File: src/rtl/stim_sequencer.sv
// Stimulus-run sequencer: gates operand issue per vector and emits one check
// strobe per vector after the latched DUT latency. Optional feature: STIM_SEQ_ERROR_STOP_EN.
module stim_sequencer #(
  parameter int CNT_W   = 16,
  parameter int LAT_MAX = 8,
  parameter int LAT_W   = 4
) (
  input  logic             clk,
  input  logic             reset,
  input  logic             i_start,
  input  logic             i_abort,
  input  logic             i_pause,
  input  logic [CNT_W-1:0] i_num_vectors,
  input  logic [LAT_W-1:0] i_dut_latency,
  input  logic             i_mismatch,
  output logic             o_issue,
  output logic             o_check,
  output logic             o_busy,
  output logic             o_done,
  output logic             o_error,
  output logic [CNT_W-1:0] o_issued_cnt,
  output logic [CNT_W-1:0] o_checked_cnt,
  output logic [1:0]       o_state
);

  typedef enum logic [1:0] {
    S_IDLE  = 2'd0,
    S_RUN   = 2'd1,
    S_DRAIN = 2'd2,
    S_DONE  = 2'd3
  } state_e;

  state_e             state_q, state_d;
  logic [CNT_W-1:0]   n_q, n_d;
  logic [LAT_W-1:0]   lat_q, lat_d;
  logic [CNT_W-1:0]   issued_q, issued_d;
  logic [CNT_W-1:0]   checked_q, checked_d;
  logic               issue_q, issue_d;
  logic               check_q, check_d;
  logic               busy_q, busy_d;
  logic               done_q, done_d;
  logic               error_q, error_d;
  logic [LAT_MAX-1:0] dline_q, dline_d;
  logic               tap;

  function automatic logic [LAT_W-1:0] clamp_lat(input logic [LAT_W-1:0] l);
    if (l == '0)                 return LAT_W'(1);
    else if (l > LAT_W'(LAT_MAX)) return LAT_W'(LAT_MAX);
    else                          return l;
  endfunction

`ifndef STIM_SEQ_ERROR_STOP_EN
  logic unused_mismatch;
  assign unused_mismatch = i_mismatch;
`endif

  // NOTE: combinational next-state logic uses blocking assignments, and every
  // _d signal gets a default first so no path through the case infers a latch.
  always_comb begin
    state_d   = state_q;
    n_d       = n_q;
    lat_d     = lat_q;
    issued_d  = issued_q;
    checked_d = checked_q;
    error_d   = error_q;
    issue_d   = 1'b0;
    check_d   = 1'b0;
    dline_d   = '0;

    tap = 1'b0;
    for (int k = 0; k < LAT_MAX; k++) begin
      if (lat_q == LAT_W'(k + 1)) tap = dline_q[k];
    end

    case (state_q)
      S_IDLE: begin
        if (i_start) begin
          n_d       = i_num_vectors;
          lat_d     = clamp_lat(i_dut_latency);
          issued_d  = '0;
          checked_d = '0;
          error_d   = 1'b0;
          state_d   = (i_num_vectors == '0) ? S_DONE : S_RUN;
        end
      end
      S_RUN: begin
        if (!i_pause) begin
          issue_d  = 1'b1;
          issued_d = issued_q + CNT_W'(1);
          if (issued_q + CNT_W'(1) == n_q) state_d = S_DRAIN;
        end
      end
      S_DRAIN: begin
        if (checked_q == n_q) state_d = S_DONE;
      end
      default: state_d = S_IDLE;
    endcase

    // The delay line only carries issue pulses while a run is active; leaving
    // RUN/DRAIN flushes it so a following run never sees stale pulses.
    if (state_q == S_RUN || state_q == S_DRAIN) begin
      check_d = tap;
      dline_d = {dline_q[LAT_MAX-2:0], issue_d};
      if (tap) checked_d = checked_q + CNT_W'(1);
    end

`ifdef STIM_SEQ_ERROR_STOP_EN
    if ((state_q == S_RUN || state_q == S_DRAIN) && i_mismatch) begin
      error_d   = 1'b1;
      state_d   = S_DONE;
      issue_d   = 1'b0;
      check_d   = 1'b0;
      issued_d  = issued_q;
      checked_d = checked_q;
      dline_d   = '0;
    end
`endif

    // Abort wins over everything; counters keep their values for readback.
    if (i_abort && state_q != S_IDLE) begin
      state_d   = S_IDLE;
      issue_d   = 1'b0;
      check_d   = 1'b0;
      issued_d  = issued_q;
      checked_d = checked_q;
      error_d   = error_q;
      dline_d   = '0;
    end

    done_d = (state_d == S_DONE);
    busy_d = (state_d == S_RUN) || (state_d == S_DRAIN);
  end

  // NOTE: sequential state uses non-blocking assignments only.
  always_ff @(posedge clk or posedge reset) begin
    if (reset) begin
      state_q   <= S_IDLE;
      n_q       <= '0;
      lat_q     <= LAT_W'(1);
      issued_q  <= '0;
      checked_q <= '0;
      issue_q   <= 1'b0;
      check_q   <= 1'b0;
      busy_q    <= 1'b0;
      done_q    <= 1'b0;
      error_q   <= 1'b0;
      dline_q   <= '0;
    end else begin
      state_q   <= state_d;
      n_q       <= n_d;
      lat_q     <= lat_d;
      issued_q  <= issued_d;
      checked_q <= checked_d;
      issue_q   <= issue_d;
      check_q   <= check_d;
      busy_q    <= busy_d;
      done_q    <= done_d;
      error_q   <= error_d;
      dline_q   <= dline_d;
    end
  end

  assign o_issue       = issue_q;
  assign o_check       = check_q;
  assign o_busy        = busy_q;
  assign o_done        = done_q;
  assign o_error       = error_q;
  assign o_issued_cnt  = issued_q;
  assign o_checked_cnt = checked_q;
  assign o_state       = state_q;

endmodule
File: config.mk
export PLATFORM = sky130hd
export DESIGN_NAME = stim_sequencer
export DESIGN_NICKNAME = d
export VERILOG_FILES = /design/src/rtl/stim_sequencer.sv
export SDC_FILE = /design/constraint.sdc
export NUM_CORES = 1
export LEC_CHECK = 0
export ABC_AREA = 1
export BUFFER_PORTS_ARGS = -buffer_cell sky130_fd_sc_hd__buf_4
export CAP_MARGIN = 30
export CORE_ASPECT_RATIO = 0.7
export CORE_MARGIN = 3
export CORE_UTILIZATION = 49
export DETAILED_ROUTE_END_ITERATION = 10
export PLACE_DENSITY_LB_ADDON = 0.25
export SLEW_MARGIN = 20
export SYNTH_ARGS = -nofsm -noshare
export SYNTH_HDL_FRONTEND = slang
export SYNTH_SLANG_ARGS = --single-unit
File: constraint.sdc
create_clock -name clk -period 2.5 [get_ports clk]
set_input_delay 0.25 -clock clk [delete_from_list [all_inputs] [get_ports clk]]
set_output_delay 0.25 -clock clk [all_outputs]
set_load 0.01 [all_outputs]
==> results of run 1 <==
[registers in the layout, summed over array words and instances, names as in the netlist]
| signal | flops |
|---|---|
| o_busy | 1 |
| o_issued_cnt | 16 |
| lat_q | 4 |
| dline_q | 8 |
| o_done | 1 |
| o_state | 2 |
| o_checked_cnt | 16 |
| o_check | 1 |
| n_q | 16 |
[kinds of logic (layout without fill, tap and decap cells)]
group,after synthesis,count (layout),share of synthesized area
buffers and inverters,91,164,0.0894
and+or+nand+nor,264,264,0.307
AOI/OAI and AO/OA,84,84,0.121
DFF,65,65,0.420
other,1,1,0.000967
xor gates and xnor gates,16,16,0.0361
adders and majority gates,8,8,0.0258
[power by group through the flow]
stage,logic (mW),clock network [mW],registers [mW]
final,1.62,1.14,1.61
after global routing,1.83,1.20,1.65
after CTS,1.59,1.16,1.60
after detailed placement,1.58,0,1.61
after global placement,1.54,0,1.60
after floorplan,1.08,0,1.55
[timing repair]
action	4_1_cts	5_1_grt
gates resized for setup	0	7
endpoints found under the setup margin	0	2
endpoints found under the hold margin	0	0
setup buffers	0	0
[worst max-delay path: stages, from the launching register on]
cell,delay (ns)
dfrtp_1,0.45
inv_1,0.16
ha_1,0.19
inv_1,0.08
nand2_1,0.10
inv_2,0.05
nor3b_2,0.22
nor2_1,0.13
nor2_2,0.11
nand2_1,0.37
o22ai_1,0.31
[placed cells by master (no fill, tap or decap), types with 3 or more instances in the layout]
| cell type | n |
|---|---|
| nor2_2 | 5 |
| a21oi_1 | 13 |
| xor2_1 | 8 |
| nor2_4 | 3 |
| dfrtp_1 | 60 |
| o22ai_1 | 18 |
| clkbuf_16 | 9 |
| nand4_1 | 19 |
| nor2_1 | 37 |
| dfrtp_2 | 4 |
| ha_1 | 7 |
| o21ai_0 | 42 |
| inv_1 | 78 |
| inv_2 | 3 |
| nand3_1 | 46 |
| nor3_1 | 8 |
| nor4_1 | 5 |
| xnor2_1 | 8 |
| buf_4 | 68 |
| clkinv_2 | 4 |
| nand2_1 | 133 |
[area by class of cell]
cell class | count | area [µm²]
clock inverters | 4 | 20.0
clock buffers | 11 | 243
inverters | 81 | 304
well taps | 98 | 123
flip-flops and latches | 65 | 1630
multi-input cells | 373 | 1920
repair buffers | 68 | 510
fillers | 666 | 2730
[routing by layer]
metal | wire, µm | global-route usage | vias to the layer above
li1 | - | - | 1879
met1 | 5190 | 0.362 | 1839
met2 | 4790 | 0.371 | 157
met3 | 764 | 0.0580 | 17
met4 | 187 | 0.0852 | 0
met5 | 0 | 0 | -
[per-stage QoR]
| stage | hold WS, ns | power (mW) | instances | util |
|---|---|---|---|---|
| 2_1_floorplan | 0.320 | 2.62 | 529 | - |
| 3_3_place_gp | 0.443 | 3.14 | 685 | 0.597 |
| 3_5_place_dp | 0.451 | 3.19 | 685 | 0.597 |
| 4_1_cts | 0.0958 | 4.34 | 700 | 0.632 |
| 5_1_grt | 0.102 | 4.67 | 700 | 0.635 |
| 6_report | 0.108 | 4.37 | 700 | 0.635 |
[path summary, 6_finish.rpt]
| kind | cells after the start | endpoint | start |
|---|---|---|---|
| max in group asynchronous | 3 | o_issued_cnt[3] | reset |
| setup / recovery | 10 | o_issued_cnt[2] | o_state[0] |
| hold / removal | 2 | dline_q[0] | i_pause |
| setup reg to reg | 10 | o_issued_cnt[2] | o_state[0] |
| min in group asynchronous | 3 | o_issued_cnt[9] | reset |
| hold reg to reg | 2 | dline_q[6] | dline_q[5] |
==> results.md, run 1 <==
- Status: complete, no violations
- Initial Utilization: 0.518
- Vias in the first global route: 3622
- Netlist Area Pre-Place: 3880 µm²
- Num CTS Buffers: 9
- Crit. End Element: flip-flop
- Leading area contributor after synthesis: dfrtp_1
- Synth-to-layout area growth: 22.5%
- Placed cell areas: 4470 µm²
- Final WL: 10900 µm
- N_diodes: 0
- Die X: 112 µm
- Final Hold Vio Count: 0
- Cells after Synth: 529
- Setup Skew: 0.00639 ns
- Number of synthesized flops with an enable pin: 0
- Sw Share: 0.408
- Max cap viols: 0
- Worst Hold Class: in -> reg
- Max-slew headroom: 0.443
- Worst slew pin tran: 0.836 ns
- I/O pin count: 65
- Antenna violations before repair: 0
- Post-synth top flop: dfrtp_1
- Switch Pwr: 1.79 mW
- Ys Warns: 0
- Die Y: 80.4 µm
- DP Wirelength: 8180 µm
- Clock Path Buffers: 2
- Pwr per Cell Area: 921 nW/µm²
- Critical Path Fanout Max: 15
- Sequential power share: 0.369
- Number of clock sinks: 65
- Final worst path period share: 0.916
- Top cells by area, synth: dfrtp_1 41%, nand2_1 13%, inv_1 7.6%
- F_max: 437 MHz
- RSZ-0062 raised after global routing: no
- WL per Instance: 15.6 µm
- Nets: 632
- Number of detailed-route iterations in the first pass: 6
- PnR worst setup slack: 0.210 ns
- Final Max Slew Viols: 0
- Final min period: 2.29 ns
- Core outline area: 7480 µm²
- Yosys reg bits: 65
- CTS H-tree lvls: 3
- Async S/R FF share, synth: 1.00
- Count leader, synth: nand2_1
- Pint: 2.59 mW
- Placement row count: 26
- Maximum VDD drop: 0.000461 V
- GRT Residual Overflow: 0
- Die footprint: 9030 µm²
- Vias per inst: 5.56
- Port Buffers: 62
- 1st-iter DRT viols: 467
- TNS Setup: 0 ns
- Detailed-route DRC error count: 0
- Sequential fraction of the synthesis area: 0.420
- Hold_buf cts: 0
- TritonCTS clock tree: done
- Pre-CTS WS: 0.0695 ns
- Worst path required time: 2.73 ns
- Root cell of the clock tree: clkbuf_16
- Synth cell types: 35
- Endpoints failing setup: 0
- RePlAce Congestion: 0.924
- Syn avg cell area: 7.33 µm²
- Layout cell share with drive strength beyond 1: 0.179
- Clock power frac: 0.260
- Post-Layout Inst Area: 4750 µm²
- Internal reg-to-reg setup slack: 0.21 ns
- Top post-synthesis cells by count: 133 x nand2_1, 79 x inv_1, 64 x dfrtp_1
- Mapped Nets: 563
- Final ANT Viol Nets: 0
- Arr. time, crit path: 2.52 ns
- Pin count of the biggest net entering global routing: 66
- Worst setup SP type: flip-flop
- Area share of the leading cell type in the synthesized netlist: 0.413
- First-pass GRT wire length: 17900 µm
- Leak pwr: 2.32 nW
- Setup CP Type: reg -> reg
- Clock Latency Late Sink: 0.34 ns
- Comb pwr share: 0.371
- Vias: 3892
- Clk slew on worst S/H paths: 0.05 ns
- Total GRT Usage: 0.251
No activity file was read; power rests on OpenSTA's default activity.
==> run 2, diff against run 1 <==
- clock period: 2.5 -> 2.2 ns (I/O delays scaled with it)
==> run 2 against run 1 <==
The flow now finishes with violations (setup timing). Setup slack got worse by 0.41 ns. Cell count grew 3.4%. Count of clock-buffer cells in the layout is 2 higher. Register-to-register slack got worse by 0.41 ns. Non-clock buffer count increased by 23. Flip-flop and latch count is the same. Total power up 24%. Clock power increased by 37%. Via count grew 5.4%. Combinational power is 28% higher.
==> results.md, run 2 (synthesis results as in run 1) <==
- Status: complete, but fails checks
- Failing checks: setup timing
- Most common cell after layout, fill and taps aside: nand2_1
- Pin count of the biggest net entering global routing: 43
- F_max: 417 MHz
- Met3 Track Usage GR: 0.0648
- Final ANT Viol Nets: 0
- Cell mode on critical path: nand2_1
- GRT Residual Overflow: 0
- Root cell of the clock tree: clkbuf_16
- WL per Instance: 16.2 µm
- Final min period: 2.40 ns
- Nets: 655
- Met2 Usage GRT: 0.416
- Max cap viols: 0
- TritonCTS clock tree: done
- Setup CP Type: reg -> reg
- Clock Latency Late Sink: 0.34 ns
- Die X: 112 µm
- Initial Utilization: 0.518
- Synth-to-layout area growth: 30.3%
- Vias: 4104
- Setup Skew: 0.00671 ns
- CTS H-tree lvls: 3
- Detailed-route DRC error count: 0
- Leak pwr: 2.46 nW
- Die footprint: 9030 µm²
- Post-placement cell count: 702
- Worst setup SP type: flip-flop
- Maximum VDD drop: 0.000678 V
- Layout cell share with drive strength beyond 1: 0.222
- Final worst path period share: 1.09
- Num CTS Buffers: 9
- I/O pin count: 65
- Commonest non-fill, non-tap cells in the layout: 127 x nand2_1, 85 x buf_4, 77 x inv_1
- Clock Path Buffers: 2
- Max-slew headroom: 0.593
- Die Y: 80.4 µm
- Vias in the first global route: 3926
- Worst path required time: 2.42 ns
- Worst Hold Slack: 0.0852 ns
- Worst slew pin tran: 0.610 ns
- Placement row count: 26
- Core outline area: 7480 µm²
- Number of clock sinks: 65
- Arr. time, crit path: 2.62 ns
- Antenna violations before repair: 0
- RePlAce Congestion: 0.960
- RSZ-0062 raised after global routing: yes
- Total GRT Usage: 0.263
- Pwr per Cell Area: 1070 nW/µm²
- Critical Path Max Stage Delay: 0.42 ns
- Vias per inst: 5.67
- GR met1 Demand/Resource: 0.351
- N_diodes: 0
- 1st-iter DRT viols: 431
- Layout Cells excl Fill: 724
- Critical Path Fanout Max: 6
- Clk slew on worst S/H paths: 0.06 ns
- First-pass GRT wire length: 18700 µm
- DP Wirelength: 8510 µm
- Cell Chain, Critical Path: buf_6, inv_6, nor2_4, buf_6, nand3_2, nand2_2, nand2_1, nand2_1, nand2_1, nor2_2, nand3_1, nor2_1, nand2_1, nand2_1, nand2_1, a21oi_2, ha_2
- Final Max Slew Viols: 0
- Final WL: 11700 µm
- Final Hold Vio Count: 0
- Final core occ: 0.675
- CP max stage cell: dfrtp_1
- Crit. End Element: flip-flop
- Endpoints failing setup: 3
- Worst Hold Class: in -> reg
- Number of detailed-route iterations in the first pass: 5
- PnR worst setup slack: -0.200 ns
- Port Buffers: 62
- Busiest layer in global routing: met2
==> run 2: cell count changes in the layout (fill, tap and decap cells not counted), sizes merged <==
| cell | change |
|---|---|
| buf | +22 |
| clkinv | -3 |
| bufinv | +2 |
| clkbuf | +2 |
| dlygate4sd3 | +1 |
==> run 2: final timing paths <==
| path | start | end | slack (ns) | depth (start not counted) |
|---|---|---|---|---|
| max | o_issued_cnt[0] | o_busy | -0.20 | 17 |
| min | i_pause | dline_q[0] | 0.09 | 2 |
| max reg2reg | o_issued_cnt[0] | o_busy | -0.20 | 17 |
| min reg2reg | n_q[0] | n_q[0] | 0.51 | 2 |
| max in group asynchronous | reset | lat_q[0] | 1.04 | 4 |
| min in group asynchronous | reset | o_issued_cnt[11] | 0.49 | 3 |
==> run 2: metrics by stage <==
stage | total power, mW | TNS (ns) | worst slack (ns) | cell area, µm²
floorplan | 2.98 | 0 | 0.0754 | 3880
global placement | 3.66 | -0.00211 | -0.00211 | 4610
detailed placement | 3.73 | -0.0674 | -0.0674 | 4610
CTS | 5.37 | -0.120 | -0.104 | 4990
global route | 5.74 | -3.15 | -0.361 | 5050
finish | 5.42 | -0.266 | -0.200 | 5050
==> run 2: critical path: cells and delay by family, from the launching register on <==
kind / cells / cell delay [ns]
and+or+nand+nor: 12 / 1.08
buffers and inverters: 3 / 0.35
adders and majority gates: 1 / 0.29
AOI/OAI and AO/OA: 1 / 0.16
DFF: 1 / 0.42
==> run 2: routing by layer <==
metal | part of all wire | vias up
met2 | 0.46 | 212
met5 | 0 | -
met3 | 0.079 | 33
li1 | - | 1921
met1 | 0.44 | 1938
met4 | 0.022 | 0
==> run 2: repair_timing <==
| item | in CTS | in global routing |
|---|---|---|
| pin swaps | 10 | 7 |
| setup endpoints to repair | 3 | 18 |
| hold buffers | 1 | 0 |
| hold endpoints to repair | 23 | 0 |
| resized for setup | 11 | 14 |
| buffers inserted | 2 | 3 |
==> run 2: layout make-up <==
class	count	area (µm²)
Sequential cell	65	1630
Inverter	81	309
Multi-Input combinational cell	373	1960
Clock buffer	13	250
Fill cell	639	2430
Timing Repair Buffer	91	713
Tap cell	98	123
Clock inverter	3	65.1
==> run 2: power by group <==
group	total, mW	internal (mW)	switching [mW]
registers	1.79	1.48	0.318
logic	2.07	0.805	1.26
clock network	1.56	1.02	0.534
==> run 3, diff against run 2 <==
- GPL_TIMING_DRIVEN: default -> 0
==> run 3 against run 2 <==
The run still ends with setup timing left. Flip-flop and latch count stayed put. Combinational power hardly changed. Total power is 4.7% lower. Register-to-register slack better by 0.12 ns. Setup slack better by 0.12 ns. Cell count is 0.14% lower. First-iteration DRC count is 11% lower. Clock skew is 0.00087 ns higher. Final area is 0.12% lower. Sequential share of layout area is 0.19 points higher. Non-clock buffer count is 1 lower. Critical path type unchanged. Largest cell class unchanged. Largest power group unchanged. Highest routed layer unchanged.
==> results.md, run 3 (synthesis results as in run 1) <==
- Clock Path Buffers: 2
- Clock Latency Late Sink: 0.33 ns
- Status: complete, but fails checks
- Root cell of the clock tree: clkbuf_16
- Layout cell share with drive strength beyond 1: 0.245
- Nets: 654
- Initial Utilization: 0.518
- Critical Path Fanout Max: 4
- N_diodes: 0
- Core outline area: 7480 µm²
- Final WL: 11600 µm
- Vias per inst: 5.63
- 1st-iter DRT viols: 385
- Cell Chain, Critical Path: buf_4, inv_1, nor3_1, nand4_1, nand2_1, nand2_1, nand2_1, nand3_1, nor2_2, nand2_2, nand2_1, nand2_1, a21oi_2, ha_1
- Final min period: 2.28 ns
- Synth-to-layout area growth: 30.2%
- Most common cell after layout, fill and taps aside: nand2_1
- F_max: 438 MHz
- Die footprint: 9030 µm²
- Total GRT Usage: 0.256
- I/O pin count: 65
- WL per Instance: 16.1 µm
- DP Wirelength: 8500 µm
- CP delay by family, top: simple AND/OR/NAND/NOR gates
- Final core occ: 0.675
- GRT Residual Overflow: 0
- CP max stage cell: dfrtp_2
- Cell mode on critical path: nand2_1
- Crit. End Element: flip-flop
- Die Y: 80.4 µm
- Clk slew on worst S/H paths: 0.05 ns
- Final Max Slew Viols: 0
- RSZ-0062 raised after global routing: yes
- WP buf/inv: 2
- Critical Path Max Stage Delay: 0.43 ns
- Max cap viols: 0
- Final worst path period share: 1.04
- Worst slew pin tran: 0.663 ns
- First-pass GRT wire length: 18600 µm
- Final Hold Vio Count: 0
- Commonest non-fill, non-tap cells in the layout: 122 x nand2_1, 81 x buf_4, 75 x inv_1
- Post-Layout Inst Area: 5050 µm²
- Pin count of the biggest net entering global routing: 55
- Num CTS Buffers: 9
- Setup Skew: 0.00758 ns
- Worst setup SP type: flip-flop
- Final ANT Viol Nets: 0
- Number of detailed-route iterations in the first pass: 6
- Leak pwr: 2.44 nW
- Worst Hold Class: in -> reg
- Arr. time, crit path: 2.49 ns
- Detailed-route DRC error count: 0
- Placement row count: 26
- Setup CP Type: reg -> reg
- Failing checks: setup timing
- Port Buffers: 62
- Antenna violations before repair: 0
- PnR worst setup slack: -0.0841 ns
- CTS H-tree lvls: 3
- Die X: 112 µm
- RePlAce Congestion: 0.930
- Pwr per Cell Area: 1020 nW/µm²
- Endpoints failing setup: 1
- Number of clock sinks: 65
- TritonCTS clock tree: done
- Max-slew headroom: 0.554
- Vias: 4070
- Pre-CTS WS: -0.335 ns
- Worst path required time: 2.41 ns
- Vias in the first global route: 3775
- Placed cell areas: 4500 µm²
- Maximum VDD drop: 0.000604 V
## run 3: cell types whose count changed in the layout (fill, tap and decap cells not counted), sizes merged
cell	delta
buf	-7
bufinv	-2
clkbuf	+5
clkinv	+3
## run 3: metrics by stage
| stage | power [mW] | hold WS, ns | TNS (ns) | std cells |
|---|---|---|---|---|
| detailed placement | 3.63 | 0.159 | -2.11 | 690 |
| global placement | 3.58 | 0.420 | -33.07 | 689 |
| finish | 5.17 | 0.0966 | -0.0841 | 723 |
| floorplan | 2.98 | 0.290 | 0 | 529 |
| global route | 5.53 | 0.0915 | -0.299 | 723 |
| CTS | 5.05 | 0.0867 | -0.0688 | 720 |
## run 3: final timing paths
kind	start	end	slack [ns]	depth (start not counted)
hold reg to reg	dline_q[6]	dline_q[7]	0.50	2
setup / recovery	o_issued_cnt[2]	o_busy	-0.08	14
max in group asynchronous	reset	o_state[0]	1.29	4
min in group asynchronous	reset	o_issued_cnt[9]	0.36	3
hold / removal	i_pause	dline_q[0]	0.1	2
setup reg to reg	o_issued_cnt[2]	o_busy	-0.08	14
## run 3: per-layer routing
| metal | track usage | wire, µm | up-vias |
|---|---|---|---|
| li1 | - | - | 1925 |
| met5 | 0 | 0 | - |
| met4 | 0.0588 | 129 | 0 |
| met2 | 0.389 | 5230 | 185 |
| met1 | 0.376 | 5250 | 1942 |
| met3 | 0.0512 | 997 | 18 |
## run 3: cell type report
type                    instances  area [µm²]
fillers                       648        2430
multi-input cells             373        2050
flip-flops and latches         65        1640
repair buffers                 81         631
inverters                      81         309
clock buffers                  12         236
well taps                      98         123
plain buffers                   9        42.5
clock inverters                 4        20.0
## run 3: report_power, final
| part | total [mW] | switching, mW | internal [mW] |
|---|---|---|---|
| registers | 1.83 | 0.349 | 1.48 |
| logic | 2.07 | 1.28 | 0.786 |
| clock network | 1.27 | 0.514 | 0.755 |
## run 3: what timing repair did
action | 4_1_cts | 5_1_grt
hold endpoints to repair | 11 | 0
buffers inserted | 13 | 4
gates resized for setup | 24 | 27
pin swaps | 11 | 10
endpoints found under the setup margin | 14 | 43
hold buffers | 1 | 0
